$ cat config.mk
export PLATFORM = sky130hd
export DESIGN_NAME = score_keeper_flat
export DESIGN_NICKNAME = d
export VERILOG_FILES = /design/src/rtl/score_if.sv /design/src/rtl/score_keeper.sv /design/src/flat_wrapper.sv
export SDC_FILE = /design/constraint.sdc
export NUM_CORES = 1
export LEC_CHECK = 0
export CELL_PAD_IN_SITES_DETAIL_PLACEMENT = 1
export CELL_PAD_IN_SITES_GLOBAL_PLACEMENT = 2
export CORE_AREA = 2 2 180 111
export CTS_CLUSTER_SIZE = 40
export DETAILED_ROUTE_END_ITERATION = 8
export DIE_AREA = 0 0 182 113
export PLACE_DENSITY_LB_ADDON = 0.1
export SLEW_MARGIN = 15
export SYNTH_ARGS = -nofsm -noshare
export SYNTH_HDL_FRONTEND = slang
export SYNTH_SLANG_ARGS = --single-unit
$ cat constraint.sdc
create_clock -name clk -period 6.5 [get_ports clk]
set_clock_uncertainty 0.05 [all_clocks]
set_input_delay 1.625 -clock clk [delete_from_list [all_inputs] [get_ports clk]]
set_output_delay 1.625 -clock clk [all_outputs]
set_load 0.02 [all_outputs]
$ cat src/rtl/score_if.sv
// Buzzer/judge handshake and score display bundle between the host panel and score_keeper.
interface score_if;
  logic       win_valid;
  logic [1:0] win_id;
  logic       win_ready;
  logic       judge_ok;
  logic       judge_bad;
  logic       score_clear;
  logic [2:0] led;
  logic [1:0] result;
  logic [7:0] score1;
  logic [7:0] score2;
  logic [7:0] score3;

  modport master (
    output win_valid, win_id, judge_ok, judge_bad, score_clear,
    input  win_ready, led, result, score1, score2, score3
  );

  modport slave (
    input  win_valid, win_id, judge_ok, judge_bad, score_clear,
    output win_ready, led, result, score1, score2, score3
  );
endinterface

$ cat src/rtl/score_keeper.sv
// Quiz score keeper: takes a buzzer winner, waits for the host verdict or a timeout,
// updates that team's saturating score and holds the result display.
//
// state   | meaning
// IDLE    | waiting for a buzzer winner, win_ready high
// JUDGE   | latched team shown on led, timer running, awaiting verdict
// HOLD    | result shown for HOLD_CYCLES cycles
module score_keeper #(
  parameter int unsigned JUDGE_TIMEOUT = 300_000_000,
  parameter int unsigned HOLD_CYCLES   = 100_000_000,
  parameter int unsigned PTS_CORRECT   = 10,
  parameter int unsigned PTS_WRONG     = 5
) (
  input  logic    clk,
  input  logic    rst,
  score_if.slave  sk
);
  localparam logic [1:0] S_IDLE  = 2'd0;
  localparam logic [1:0] S_JUDGE = 2'd1;
  localparam logic [1:0] S_HOLD  = 2'd2;

  localparam logic [1:0] R_NONE    = 2'd0;
  localparam logic [1:0] R_CORRECT = 2'd1;
  localparam logic [1:0] R_WRONG   = 2'd2;
  localparam logic [1:0] R_TIMEOUT = 2'd3;

  logic [1:0]  state;
  logic [1:0]  team;
  logic [31:0] timer;
  logic [31:0] hold_cnt;
  logic        ok_q, bad_q;
  logic [1:0]  result_q;
  logic [7:0]  score1_q, score2_q, score3_q;

  logic        ok_edge, bad_edge;
  logic        accept;
  logic        verdict_ok, verdict_bad;
  logic [7:0]  cur_score;
  logic [8:0]  sum9, diff9;
  logic [7:0]  inc_val, dec_val;
  logic [7:0]  new_score;

  assign ok_edge  = sk.judge_ok  & ~ok_q;
  assign bad_edge = sk.judge_bad & ~bad_q;

  assign accept      = sk.win_valid && (state == S_IDLE) && (sk.win_id != 2'd0);
  assign verdict_ok  = (state == S_JUDGE) && ok_edge && !bad_edge;
  assign verdict_bad = (state == S_JUDGE) && bad_edge && !ok_edge;

  always_comb begin
    cur_score = 8'd0;
    case (team)
      2'd1:    cur_score = score1_q;
      2'd2:    cur_score = score2_q;
      2'd3:    cur_score = score3_q;
      default: cur_score = 8'd0;
    endcase
  end

  // 9-bit intermediates: bit 8 flags overflow on add and borrow on subtract.
  assign sum9      = {1'b0, cur_score} + 9'(PTS_CORRECT);
  assign diff9     = {1'b0, cur_score} - 9'(PTS_WRONG);
  assign inc_val   = sum9[8]  ? 8'hFF : sum9[7:0];
  assign dec_val   = diff9[8] ? 8'h00 : diff9[7:0];
  assign new_score = verdict_ok ? inc_val : dec_val;

  always_ff @(posedge clk or posedge rst) begin
    if (rst) begin
      state    <= S_IDLE;
      team     <= 2'd0;
      timer    <= 32'd0;
      hold_cnt <= 32'd0;
      ok_q     <= 1'b0;
      bad_q    <= 1'b0;
      result_q <= R_NONE;
      score1_q <= 8'd0;
      score2_q <= 8'd0;
      score3_q <= 8'd0;
    end else begin
      ok_q  <= sk.judge_ok;
      bad_q <= sk.judge_bad;
      if (sk.score_clear) begin
        state    <= S_IDLE;
        timer    <= 32'd0;
        hold_cnt <= 32'd0;
        result_q <= R_NONE;
        score1_q <= 8'd0;
        score2_q <= 8'd0;
        score3_q <= 8'd0;
      end else begin
        if (verdict_ok || verdict_bad) begin
          case (team)
            2'd1:    score1_q <= new_score;
            2'd2:    score2_q <= new_score;
            2'd3:    score3_q <= new_score;
            default: ;
          endcase
        end
        case (state)
          S_IDLE: begin
            if (accept) begin
              team  <= sk.win_id;
              timer <= 32'd0;
              state <= S_JUDGE;
            end
          end
          S_JUDGE: begin
            if (verdict_ok || verdict_bad) begin
              result_q <= verdict_ok ? R_CORRECT : R_WRONG;
              hold_cnt <= 32'(HOLD_CYCLES - 1);
              state    <= S_HOLD;
            end else if (timer == 32'(JUDGE_TIMEOUT - 1)) begin
              result_q <= R_TIMEOUT;
              hold_cnt <= 32'(HOLD_CYCLES - 1);
              state    <= S_HOLD;
            end else begin
              timer <= timer + 32'd1;
            end
          end
          S_HOLD: begin
            if (hold_cnt == 32'd0) begin
              result_q <= R_NONE;
              state    <= S_IDLE;
            end else begin
              hold_cnt <= hold_cnt - 32'd1;
            end
          end
          default: begin
            result_q <= R_NONE;
            state    <= S_IDLE;
          end
        endcase
      end
    end
  end

  assign sk.win_ready = (state == S_IDLE);
  assign sk.result    = result_q;
  assign sk.score1    = score1_q;
  assign sk.score2    = score2_q;
  assign sk.score3    = score3_q;
  assign sk.led       = (state == S_IDLE) ? 3'b000 :
                        (team == 2'd1)    ? 3'b100 :
                        (team == 2'd2)    ? 3'b010 :
                        (team == 2'd3)    ? 3'b001 : 3'b000;
endmodule

$ cat src/flat_wrapper.sv
// flat-port wrapper written by rule: the top's interface ports become plain ports
module score_keeper_flat 
#(
  parameter int unsigned JUDGE_TIMEOUT = 300_000_000,
  parameter int unsigned HOLD_CYCLES   = 100_000_000,
  parameter int unsigned PTS_CORRECT   = 10,
  parameter int unsigned PTS_WRONG     = 5
)
  (clk, rst, sk_win_valid, sk_win_id, sk_judge_ok, sk_judge_bad, sk_score_clear, sk_win_ready, sk_led, sk_result, sk_score1, sk_score2, sk_score3);
  score_if sk_i ();
  input  logic clk;
  input  logic rst;
  input wire logic [$bits(sk_i.win_valid)-1:0] sk_win_valid;
  input wire logic [$bits(sk_i.win_id)-1:0] sk_win_id;
  input wire logic [$bits(sk_i.judge_ok)-1:0] sk_judge_ok;
  input wire logic [$bits(sk_i.judge_bad)-1:0] sk_judge_bad;
  input wire logic [$bits(sk_i.score_clear)-1:0] sk_score_clear;
  output wire logic [$bits(sk_i.win_ready)-1:0] sk_win_ready;
  output wire logic [$bits(sk_i.led)-1:0] sk_led;
  output wire logic [$bits(sk_i.result)-1:0] sk_result;
  output wire logic [$bits(sk_i.score1)-1:0] sk_score1;
  output wire logic [$bits(sk_i.score2)-1:0] sk_score2;
  output wire logic [$bits(sk_i.score3)-1:0] sk_score3;
  assign sk_i.win_valid = sk_win_valid;
  assign sk_i.win_id = sk_win_id;
  assign sk_i.judge_ok = sk_judge_ok;
  assign sk_i.judge_bad = sk_judge_bad;
  assign sk_i.score_clear = sk_score_clear;
  assign sk_win_ready = sk_i.win_ready;
  assign sk_led = sk_i.led;
  assign sk_result = sk_i.result;
  assign sk_score1 = sk_i.score1;
  assign sk_score2 = sk_i.score2;
  assign sk_score3 = sk_i.score3;
  score_keeper #(.JUDGE_TIMEOUT(JUDGE_TIMEOUT), .HOLD_CYCLES(HOLD_CYCLES), .PTS_CORRECT(PTS_CORRECT), .PTS_WRONG(PTS_WRONG)) u_core (.clk(clk), .rst(rst), .sk(sk_i));
endmodule
==> impl_metrics.csv <==
group,metric,value,unit
timing,setup_violations,0,
drt,wirelength,17900,µm
worst_hold_path,hold_depth,1,
global_routing,grt_first_pass_wirelength,29400,µm
global_routing,track_usage,0.183,
clock_network,htree_levels,3,
synth,ys_async_sr_fraction,1.00,
timing,relSlewSlack,0.254,
pwr,p_leak,2.43,nW
global_routing,grt_pass1_vias,5171,
setup_path,timing.rr.start,"u_core.team[0]",
setup_path,rr_worst_depth,10,
synth,yosysMostFrequentCell,"dfrtp_1",
setup_path,critPathCaptureType,"flip-flop",
synth,netlist-cell-type-count,55,
status,status,"finished clean",
clock_network,ctsRootBufferMaster,"clkbuf_16",
finish,areaGrowthSynthToFinish,17.0,%
timing,hold_violations,0,
worst_hold_path,min_from,"u_core.hold_cnt[22]",
synth,ys_top_cells_by_area,"dfrtp_1 45%, nor2_1 5.3%, o21ai_0 4.3%, a21oi_1 4.0%, a211oi_1 3.6%",
setup_path,worstPathRequired,6.72,ns
place,io_buffers,37,
place,dp_slack,1.69,ns
setup_path,worstPathMaxFanout,10,
timing,worst_pin_slew,1.11,ns
drt,dr_total_vias,4970,
clock_network,clkSinkCount,96,
place,globalplace.congestion,0.791,
place,post_dp_cell_area,6020,µm²
clock_network,numCtsBuffers,9,
finish,nets,657,
worst_hold_path,hold_class,"reg -> reg",
clock_network,cts_tree,"built",
synth,netlist_top_cells_count,"96 x dfrtp_1, 76 x nor2_1, 49 x nand2_1",
synth,syn-num-nets,630,
drt,drt_iter0_drc,224,
floorplan,die_w,182,µm
timing,period_share,0.672,
place,dp_hpwl,12800,µm
global_routing,antenna_found_initial,0,
timing,rsz0062_at_grt,"false",
pwr,powerDensity,227,nW/µm²
setup_path,crit_start,"sk_judge_bad",
synth,synth_flop_cell,"dfrtp_1",
clock_network,ctsResizeCount,0,
finish,post-route-util,0.335,
synth,synth_top_area_share,0.445,
timing,max_freq,229,MHz
floorplan,die_h,113,µm
drt,drc_errors,0,
worst_hold_path,worstHoldEndpoint,"u_core.hold_cnt[22]",
finish,fill_cells,2199,
drt,dr.pass1.iters,4,
clock_network,clk_pin_slew_worst_paths,0.07,ns
clock_network,clock_tree.buffer_depth,2,
timing,min_period,4.37,ns
floorplan,initial_core_util,0.287,
setup_path,start_kind,"input pin",
timing,setup_ws,2.13,ns
synth,seq_area_frac_synth,0.445,
floorplan,pin_count,38,
drt,vias_per_cell,5.56,
synth,syn_area,5400,µm²
setup_path,arrival,4.59,ns
drt,wl_per_cell,20.1,µm
setup_path,r2r-end,"u_core.sk.score1[7]",
floorplan,dieArea,20600,µm²
drt,antenna_left,0,
setup_path,r2r_slack,2.70,ns
finish,layout-drive-gt1-share,0.0648,
synth,synth_edf_count,0,
floorplan,rows,39,
flow_run,max_cap_viol_count,0,
global_routing,grt_max_degree,63,
pwr,finalPower,1.43,mW
floorplan,core-area,18800,µm²
synth,ys_seq_elements,96,
synth,synth_area_per_cell,8.76,µm²
synth,synth_top_area_cell,"dfrtp_1",
synth,yosys_warnings,0,
finish,n_antenna_cell,0,
synth,syn_inst,616,
clock_network,clock_latency,0.35,ns
pwr,peakVddDrop,113,µV
timing,tns,0,ns
global_routing,grt.overflow.total,0,
clock_network,cts_setup_buffers,0,
timing,drv_slew,0,
setup_path,path_class,"in -> reg",
finish,final_cell_area,6310,µm²
clock_network,cts_hold_buf,0,
[stage by stage]
| stage | cells | hold WS (ns) |
|---|---|---|
| after floorplan | 616 | 0.390 |
| after global placement | 878 | 0.424 |
| after detailed placement | 878 | 0.438 |
| after CTS | 894 | 0.444 |
| after global routing | 894 | 0.465 |
| final | 894 | 0.437 |
[state kept, by name (all words and copies together), names as in the netlist]
| name | flops |
|---|---|
| u_core.state | 2 |
| u_core.team | 2 |
| u_core.sk.score1 | 8 |
| u_core.sk.score2 | 8 |
| u_core.timer | 32 |
| u_core.ok_q | 1 |
| u_core.sk.result | 2 |
| u_core.hold_cnt | 32 |
| u_core.sk.score3 | 8 |
| u_core.bad_q | 1 |
[critical path, cell delays in order]
cell and delay [ns]:
clkdlybuf4s50_1 0.48, nor2b_1 0.29, xnor2_1 0.12, and2_1 0.23
o21ai_1 0.70, nand4_1 0.51, or3_1 0.48, a21oi_1 0.15
[where the power goes]
part           switching (mW)  internal [mW]  leakage [nW]
clock                   0.245          0.291         0.137
combinational           0.162         0.0807         0.992
sequential             0.0359          0.620          1.30
[routing by layer]
layer  vias to the layer above  track usage  part of all wire
li1                       2323            -                 -
met4                         0       0.0387            0.0097
met2                       100        0.251              0.39
met1                      2532        0.292              0.55
met5                         -            0                 0
met3                        15       0.0357             0.049
[kinds of logic (layout without fill, tap and decap cells)]
logic type               count (synthesis)  after routing  synth area share
AND/OR/NAND/NOR                        272            272             0.257
AO/OA/AOI/OAI                          164            164             0.190
flip-flops                              96             96             0.445
buffers and inverters                   43             75            0.0327
XOR/XNOR                                23             23            0.0373
multiplexers                            12             12            0.0239
adder cells (fa/ha/maj)                  6              6            0.0139
[cell usage in the layout, fill, tap and decap left out, drive strengths merged, types with 13 or more instances in the layout]
master and instances:
dfrtp 96, nor2 77, nand2 49, o21ai 48, a21oi 43, clkdlybuf4s50 36, nand3 29, a211oi 26
or3 22, nor3 22, nor4 14, inv 13
[worst max path at each step]
stage / end / slack (ns) / cells after the start
detailed placement: u_core.timer[29] / 1.69 / 8
global placement: u_core.timer[14] / 1.86 / 8
global route: u_core.timer[29] / 1.63 / 8
finish: u_core.timer[29] / 2.13 / 8
CTS: u_core.timer[29] / 2.05 / 8
floorplan: u_core.bad_q / 2.32 / 1
[area by class of cell]
| class | count | area (µm²) | share of cell area |
|---|---|---|---|
| clock inverter | 4 | 27.5 | 0.00436 |
| clock buffer | 12 | 267 | 0.0422 |
| multi-input combinational | 477 | 2830 | 0.447 |
| timing repair buffer | 46 | 433 | 0.0686 |
| sequential | 96 | 2400 | 0.380 |
| inverter | 13 | 51.3 | 0.00813 |
| tap | 246 | 308 | 0.0488 |
(Power assumes the default switching activity.)
